<file path="src/rtl/blink_rate_detector.sv">
// Measures the half-period of an asynchronous blink signal and locks onto one of
// five nominal blink rates once two consecutive measurements agree.
module blink_rate_detector #(
  parameter int unsigned n_clks_1hz     = 25000000,
  parameter int unsigned n_clks_2hz     = 12500000,
  parameter int unsigned n_clks_3hz     = 8333333,
  parameter int unsigned n_clks_5hz     = 5000000,
  parameter int unsigned n_clks_10hz    = 2500000,
  parameter int unsigned n_tol          = 1000,
  parameter int unsigned n_clks_timeout = 50000000
) (
  input  logic        i_clk,
  input  logic        i_rst,
  input  logic        i_sig,
  output logic [25:0] o_period,
  output logic        o_valid,
  output logic [2:0]  o_rate,
  output logic        o_locked,
  output logic        o_timeout,
  output logic        o_state_dbg
);

  // o_valid is a one-cycle strobe with no back-pressure: o_period, o_rate and
  // o_locked all take their new values on the cycle it is high and hold after.

  typedef enum logic {WAIT_FIRST = 1'b0, MEASURE = 1'b1} state_t;

  localparam logic [25:0] C1  = 26'(n_clks_1hz + 1);
  localparam logic [25:0] C2  = 26'(n_clks_2hz + 1);
  localparam logic [25:0] C3  = 26'(n_clks_3hz + 1);
  localparam logic [25:0] C5  = 26'(n_clks_5hz + 1);
  localparam logic [25:0] C10 = 26'(n_clks_10hz + 1);
  localparam logic [26:0] TOL = 27'(n_tol);
  localparam logic [25:0] TMO = 26'(n_clks_timeout);

  state_t      state_q, state_d;
  logic        s1_q, s2_q, s3_q;
  logic        sig_edge;
  logic [25:0] ctr_q, ctr_d;
  logic [25:0] period_q, period_d;
  logic        valid_q, valid_d;
  logic [2:0]  rate_q, rate_d;
  logic        locked_q, locked_d;
  logic        timeout_q, timeout_d;
  logic [2:0]  prev_q, prev_d;
  logic [2:0]  cls;

  assign sig_edge = s2_q ^ s3_q;

  // One bit of headroom so m + tol and c + tol cannot wrap.
  function automatic logic near(input logic [25:0] m, input logic [25:0] c);
    near = (({1'b0, m} + TOL) >= {1'b0, c}) && ({1'b0, m} <= ({1'b0, c} + TOL));
  endfunction

  always_comb begin
    cls = 3'd0;
    if      (near(ctr_q, C1))  cls = 3'd1;
    else if (near(ctr_q, C2))  cls = 3'd2;
    else if (near(ctr_q, C3))  cls = 3'd3;
    else if (near(ctr_q, C5))  cls = 3'd4;
    else if (near(ctr_q, C10)) cls = 3'd5;
  end

  always_comb begin
    state_d   = state_q;
    ctr_d     = sig_edge ? 26'd1 : ((ctr_q == TMO) ? ctr_q : ctr_q + 26'd1);
    period_d  = period_q;
    valid_d   = 1'b0;
    rate_d    = rate_q;
    locked_d  = locked_q;
    timeout_d = timeout_q;
    prev_d    = prev_q;
    case (state_q)
      WAIT_FIRST: begin
        if (sig_edge) begin
          state_d   = MEASURE;
          timeout_d = 1'b0;
        end
      end
      MEASURE: begin
        if (sig_edge) begin
          period_d = ctr_q;
          valid_d  = 1'b1;
          prev_d   = cls;
          if (cls != 3'd0 && cls == prev_q) begin
            rate_d   = cls;
            locked_d = 1'b1;
          end else begin
            rate_d   = 3'd0;
            locked_d = 1'b0;
          end
        end else if (ctr_q == TMO) begin
          state_d   = WAIT_FIRST;
          timeout_d = 1'b1;
          rate_d    = 3'd0;
          locked_d  = 1'b0;
          prev_d    = 3'd0;
        end
      end
      default: state_d = WAIT_FIRST;
    endcase
  end

  always_ff @(posedge i_clk) begin
    if (i_rst) begin
      state_q   <= WAIT_FIRST;
      s1_q      <= 1'b0;
      s2_q      <= 1'b0;
      s3_q      <= 1'b0;
      ctr_q     <= 26'd0;
      period_q  <= 26'd0;
      valid_q   <= 1'b0;
      rate_q    <= 3'd0;
      locked_q  <= 1'b0;
      timeout_q <= 1'b0;
      prev_q    <= 3'd0;
    end else begin
      state_q   <= state_d;
      s1_q      <= i_sig;
      s2_q      <= s1_q;
      s3_q      <= s2_q;
      ctr_q     <= ctr_d;
      period_q  <= period_d;
      valid_q   <= valid_d;
      rate_q    <= rate_d;
      locked_q  <= locked_d;
      timeout_q <= timeout_d;
      prev_q    <= prev_d;
    end
  end

  assign o_period    = period_q;
  assign o_valid     = valid_q;
  assign o_rate      = rate_q;
  assign o_locked    = locked_q;
  assign o_timeout   = timeout_q;
  assign o_state_dbg = state_q;

endmodule
</file>
<file path="config.mk">
export PLATFORM = sky130hd
export DESIGN_NAME = blink_rate_detector
export DESIGN_NICKNAME = d
export VERILOG_FILES = /design/src/rtl/blink_rate_detector.sv
export SDC_FILE = /design/constraint.sdc
export NUM_CORES = 1
export LEC_CHECK = 0
export ABC_AREA = 0
export BUFFER_PORTS_ARGS = -buffer_cell sky130_fd_sc_hd__buf_2
export CAP_MARGIN = 20
export CORE_AREA = 2 2 102 104
export CTS_CLUSTER_SIZE = 30
export DETAILED_ROUTE_END_ITERATION = 7
export DIE_AREA = 0 0 104 106
export PLACE_DENSITY = 0.69
export SETUP_SLACK_MARGIN = 0.1
export SKIP_CTS_REPAIR_TIMING = 1
export SYNTH_ARGS = -nofsm -noshare
export SYNTH_HDL_FRONTEND = slang
export SYNTH_SLANG_ARGS = --single-unit
</file>
<file path="constraint.sdc">
create_clock -name i_clk -period 8.4 [get_ports i_clk]
set_clock_uncertainty 0.05 [all_clocks]
set_input_delay 1.68 -clock i_clk [delete_from_list [all_inputs] [get_ports i_clk]]
set_output_delay 1.68 -clock i_clk [all_outputs]
set_load 0.05 [all_outputs]
</file>
==> reports/summary.txt <==
FINAL LAYOUT
--------------------------------------------------------------------------------
Summed area of non-filler cells in the final layout                 0.00475 sq mm
Fraction of layout instances using a drive strength above 1                13.3%
Post-layout instance count excluding filler cells                            722
Number of antenna cells inserted                                               0
Final layout net count                                                       593
Number of filler instances in the final layout                              1052
Area overhead of the layout relative to synthesis                          9.78%

TIMING
--------------------------------------------------------------------------------
Final setup violation count                                                    0
Rel. slew slack                                                            33.9%
Peak Freq                                                              0.233 GHz
Final worst path period need                                             4.28 ns
Max Transition Viols Final                                                     0
Transition at the pin with the smallest max-transition slack            0.991 ns
Setup TNS Final                                                             0 ns
Final Hold Fails                                                               0
Setup repair after global routing missed its margin                           no
Final critical-path share of the clock period                              51.0%
Final worst hold slack                                                  0.403 ns
Final setup margin                                                       4.12 ns

PWR
--------------------------------------------------------------------------------
Power density over cell area                                         135 mW/mm^2
Peak VDD IR                                                             0.124 mV
Cell leakage power                                                       1.64 nW

CRITICAL PATH
--------------------------------------------------------------------------------
Worst EP arrival                                                         4.47 ns
Worst reg2reg startpoint                                                ctr_q[3]
Number of cell instances on the worst register-to-register path               11
Biggest fanout along the worst timing path                                    19
Required time reported for the critical path endpoint                    8.58 ns
Setup slack of the worst register-to-register path                       4.12 ns
Worst stage delay on the critical path                                   0.75 ns
CP Launch Type                                                          register
Worst reg2reg endpoint                                                 o_rate[0]
Crit path max-delay family                                          compound AO/OA/AOI/OAI gates
Worst path cell trace                                               ha_1, nor3_2, a2111oi_4, mux2_2, a22o_1, a32oi_1, a211oi_1, o31a_1, o21ai_0, mux2i_1, a32o_1
Critical path capture point type                                        register
Buffers & Inverters on Critical Path                                           0
Slowest-stage cell, CP                                                   dfxtp_1
Classification of the worst setup path                              register to register

DETAILED ROUTING
--------------------------------------------------------------------------------
Post-route antenna net violation count                                         0
Iteration-0 DRC count of the detailed router                                 381
Number of vias per cell                                                     5.95
DRT Pass-1 Iters                                                               5
Drt wl/cell                                                              18.1 um
Final wirelength                                                         13.0 mm
Number of remaining DRC errors                                                 0
Overall via count from detail_route                                         4294

CTS
--------------------------------------------------------------------------------
Clock sinks                                                                   65
Latest clock arrival within the worst-skew pair                          0.35 ns
CTS H-tree depth                                                               3
TritonCTS clock tree                                                       built
Clock buffers created by TritonCTS                                             9
Root Buffer Master                                                      clkbuf_8
Clock tree buffer depth                                                        2
CTS clk-pin slew, worst paths                                            0.07 ns

GLOBAL ROUTE
--------------------------------------------------------------------------------
Initial antenna violation count                                                0
Vias in the first global route                                              3984
GRT Residual Overflow                                                          0
Global-route wire length before repair                                   20.9 mm
Largest net degree at the start of global routing                             40
Total routing usage reported by global routing                             23.8%

SYNTHESIS
--------------------------------------------------------------------------------
Share of synthesized flip-flops with an asynchronous set or reset             0%
Leading cell types by total area after synthesis                    dfxtp_1 (30%), nand2_1 (8.6%), a21oi_1 (6.5%)
Distinct cells, synth                                                         77
YS warnings                                                                    0
Mapped Cells                                                                 578
Number of flops mapped to enable cells by yosys                                0
Total of flip-flops plus latches after synthesis                              65
Most frequently used cell type in the post-synthesis netlist             nand2_1
Mean area per synthesized cell                                        7.48 sq um
Mapped Area                                                         0.00432 sq mm
Top cell type by total area after synthesis                              dfxtp_1
Number of nets in the synthesized netlist                                    590
Share of the yosys chip area belonging to registers                        30.1%
Commonest cells in the netlist                                      nand2_1 (99), dfxtp_1 (65), a21oi_1 (56), nor2_1 (49), clkbuf_1 (34)
Most common flop cell mapped by yosys                                    dfxtp_1
Area fraction of the dominant cell type after synthesis                    30.1%

HOLD PATH
--------------------------------------------------------------------------------
Worst min-delay path class                                          register to register
Endpoint of the worst hold-timing path                               o_period[8]
Hold path cells                                                                2
Hold_sp                                                              o_period[8]

DIE
--------------------------------------------------------------------------------
Overall die height                                                        106 um
Total die area                                                      0.0110 sq mm
Number of rows in the core area                                               37
Starting density of the core                                               43.2%
Std-Cell Core Area                                                  0.0100 sq mm
Die width                                                                 104 um
Number of placed I/O pins                                                     36

PLACE
--------------------------------------------------------------------------------
Number of buffers added on ports                                              35
Worst slack, placed                                                      4.25 ns
Placed cell area                                                    0.00449 sq mm
Cell Count Post-Placement                                                    704
GPL Wtd Cong                                                               0.953
Detailed placement HPWL                                                  9.53 mm

OUTCOME
--------------------------------------------------------------------------------
Run status                                                             completed

FLOW RUN
--------------------------------------------------------------------------------
Maxcap violations                                                              0

## metal layers
layer | track usage (%) | vias to the layer above | routed length, um
li1 | - | 2063 | -
met3 | 4.35 | 35 | 898
met2 | 37.5 | 182 | 5920
met1 | 31.8 | 2014 | 5800
met5 | 0 | - | 0
met4 | 10.7 | 0 | 422
## metrics by stage
step	total power (W)	utilization, %
CTS	0.000646	47.2
floorplan	0.000337	-
global route	0.000663	47.5
global placement	0.000342	44.9
finish	0.000641	47.5
detailed placement	0.000342	44.9
## worst max-delay path by stage
stage	to	cells past startpoint	slack, ns	start
CTS	o_rate[0]	11	4.21	ctr_q[3]
global placement	o_locked	11	4.42	ctr_q[3]
global route	o_rate[2]	10	3.86	ctr_q[3]
floorplan	o_locked	12	5.24	ctr_q[3]
finish	o_rate[0]	11	4.12	ctr_q[3]
detailed placement	o_rate[0]	11	4.25	ctr_q[3]
## area by class of cell
cell class                      instances  area [sq um]  share of cell area [%]
Tap cell                              136           170                    3.58
Multi-Input combinational cell        450          2770                    58.4
Clock inverter                          4          75.1                    1.58
Inverter                               17          63.8                    1.34
Timing Repair Buffer                   38           209                    4.40
Sequential cell                        65          1300                    27.4
Clock buffer                           12           155                    3.27
## cells by family after synthesis
| family | Yosys count | share of synthesized area (%) |
|---|---|---|
| fa+ha+maj | 9 | 2.60 |
| flops | 65 | 30.1 |
| xor+xnor | 41 | 8.48 |
| mux | 3 | 0.723 |
| simple gates | 264 | 30.2 |
| compound gates | 133 | 22.1 |
| buf+inv | 63 | 5.84 |
## report_power, final
part	switching [W]	total [W]	internal (W)	leakage [nW]
clock network	0.000121	0.000304	0.000183	0.109
registers	0.00000526	0.000316	0.000310	0.525
logic	0.0000152	0.0000207	0.00000550	1.01
total	0.000141	0.000641	0.000499	1.64
## worst register-to-register path, cell delays in order (launching register included)
cell and delay [ns]:
dfxtp_1 0.75, ha_1 0.64, nor3_2 0.21, a2111oi_4 0.63, mux2_2 0.40, a22o_1 0.19
a32oi_1 0.24, a211oi_1 0.12, o31a_1 0.31, o21ai_0 0.18, mux2i_1 0.16, a32o_1 0.30
## cell usage in the layout (no fill, tap or decap), types with 3 or more instances in the layout
master,synthesis,final
dfxtp_1,65,65
ha_1,9,9
a22oi_1,4,4
a311oi_1,3,3
a32o_1,3,3
nand2b_1,5,5
xnor2_1,27,27
nor2b_1,6,5
o31ai_1,4,4
a2111oi_4,3,3
buf_2,7,35
inv_1,17,17
a211oi_1,4,4
or3_1,9,9
nand2_1,99,99
a21oi_1,56,56
xor2_1,13,13
nor4b_1,4,4
nand3_1,22,22
a31oi_1,4,4
nor2_1,49,49
nand4_1,12,12
nor4_1,12,12
and2_1,6,6
clkbuf_8,0,11
nor3_1,17,17
o21ai_0,14,14
## registers in the layout, summed over array words and instances, names as in the netlist
signal and flops:
o_state_dbg 1, o_valid 1, ctr_q 26, o_period 26, s1_q 1, o_timeout 1, s2_q 1, s3_q 1
prev_q 3, o_locked 1, o_rate 3
Power figures use the tool's default switching activity.
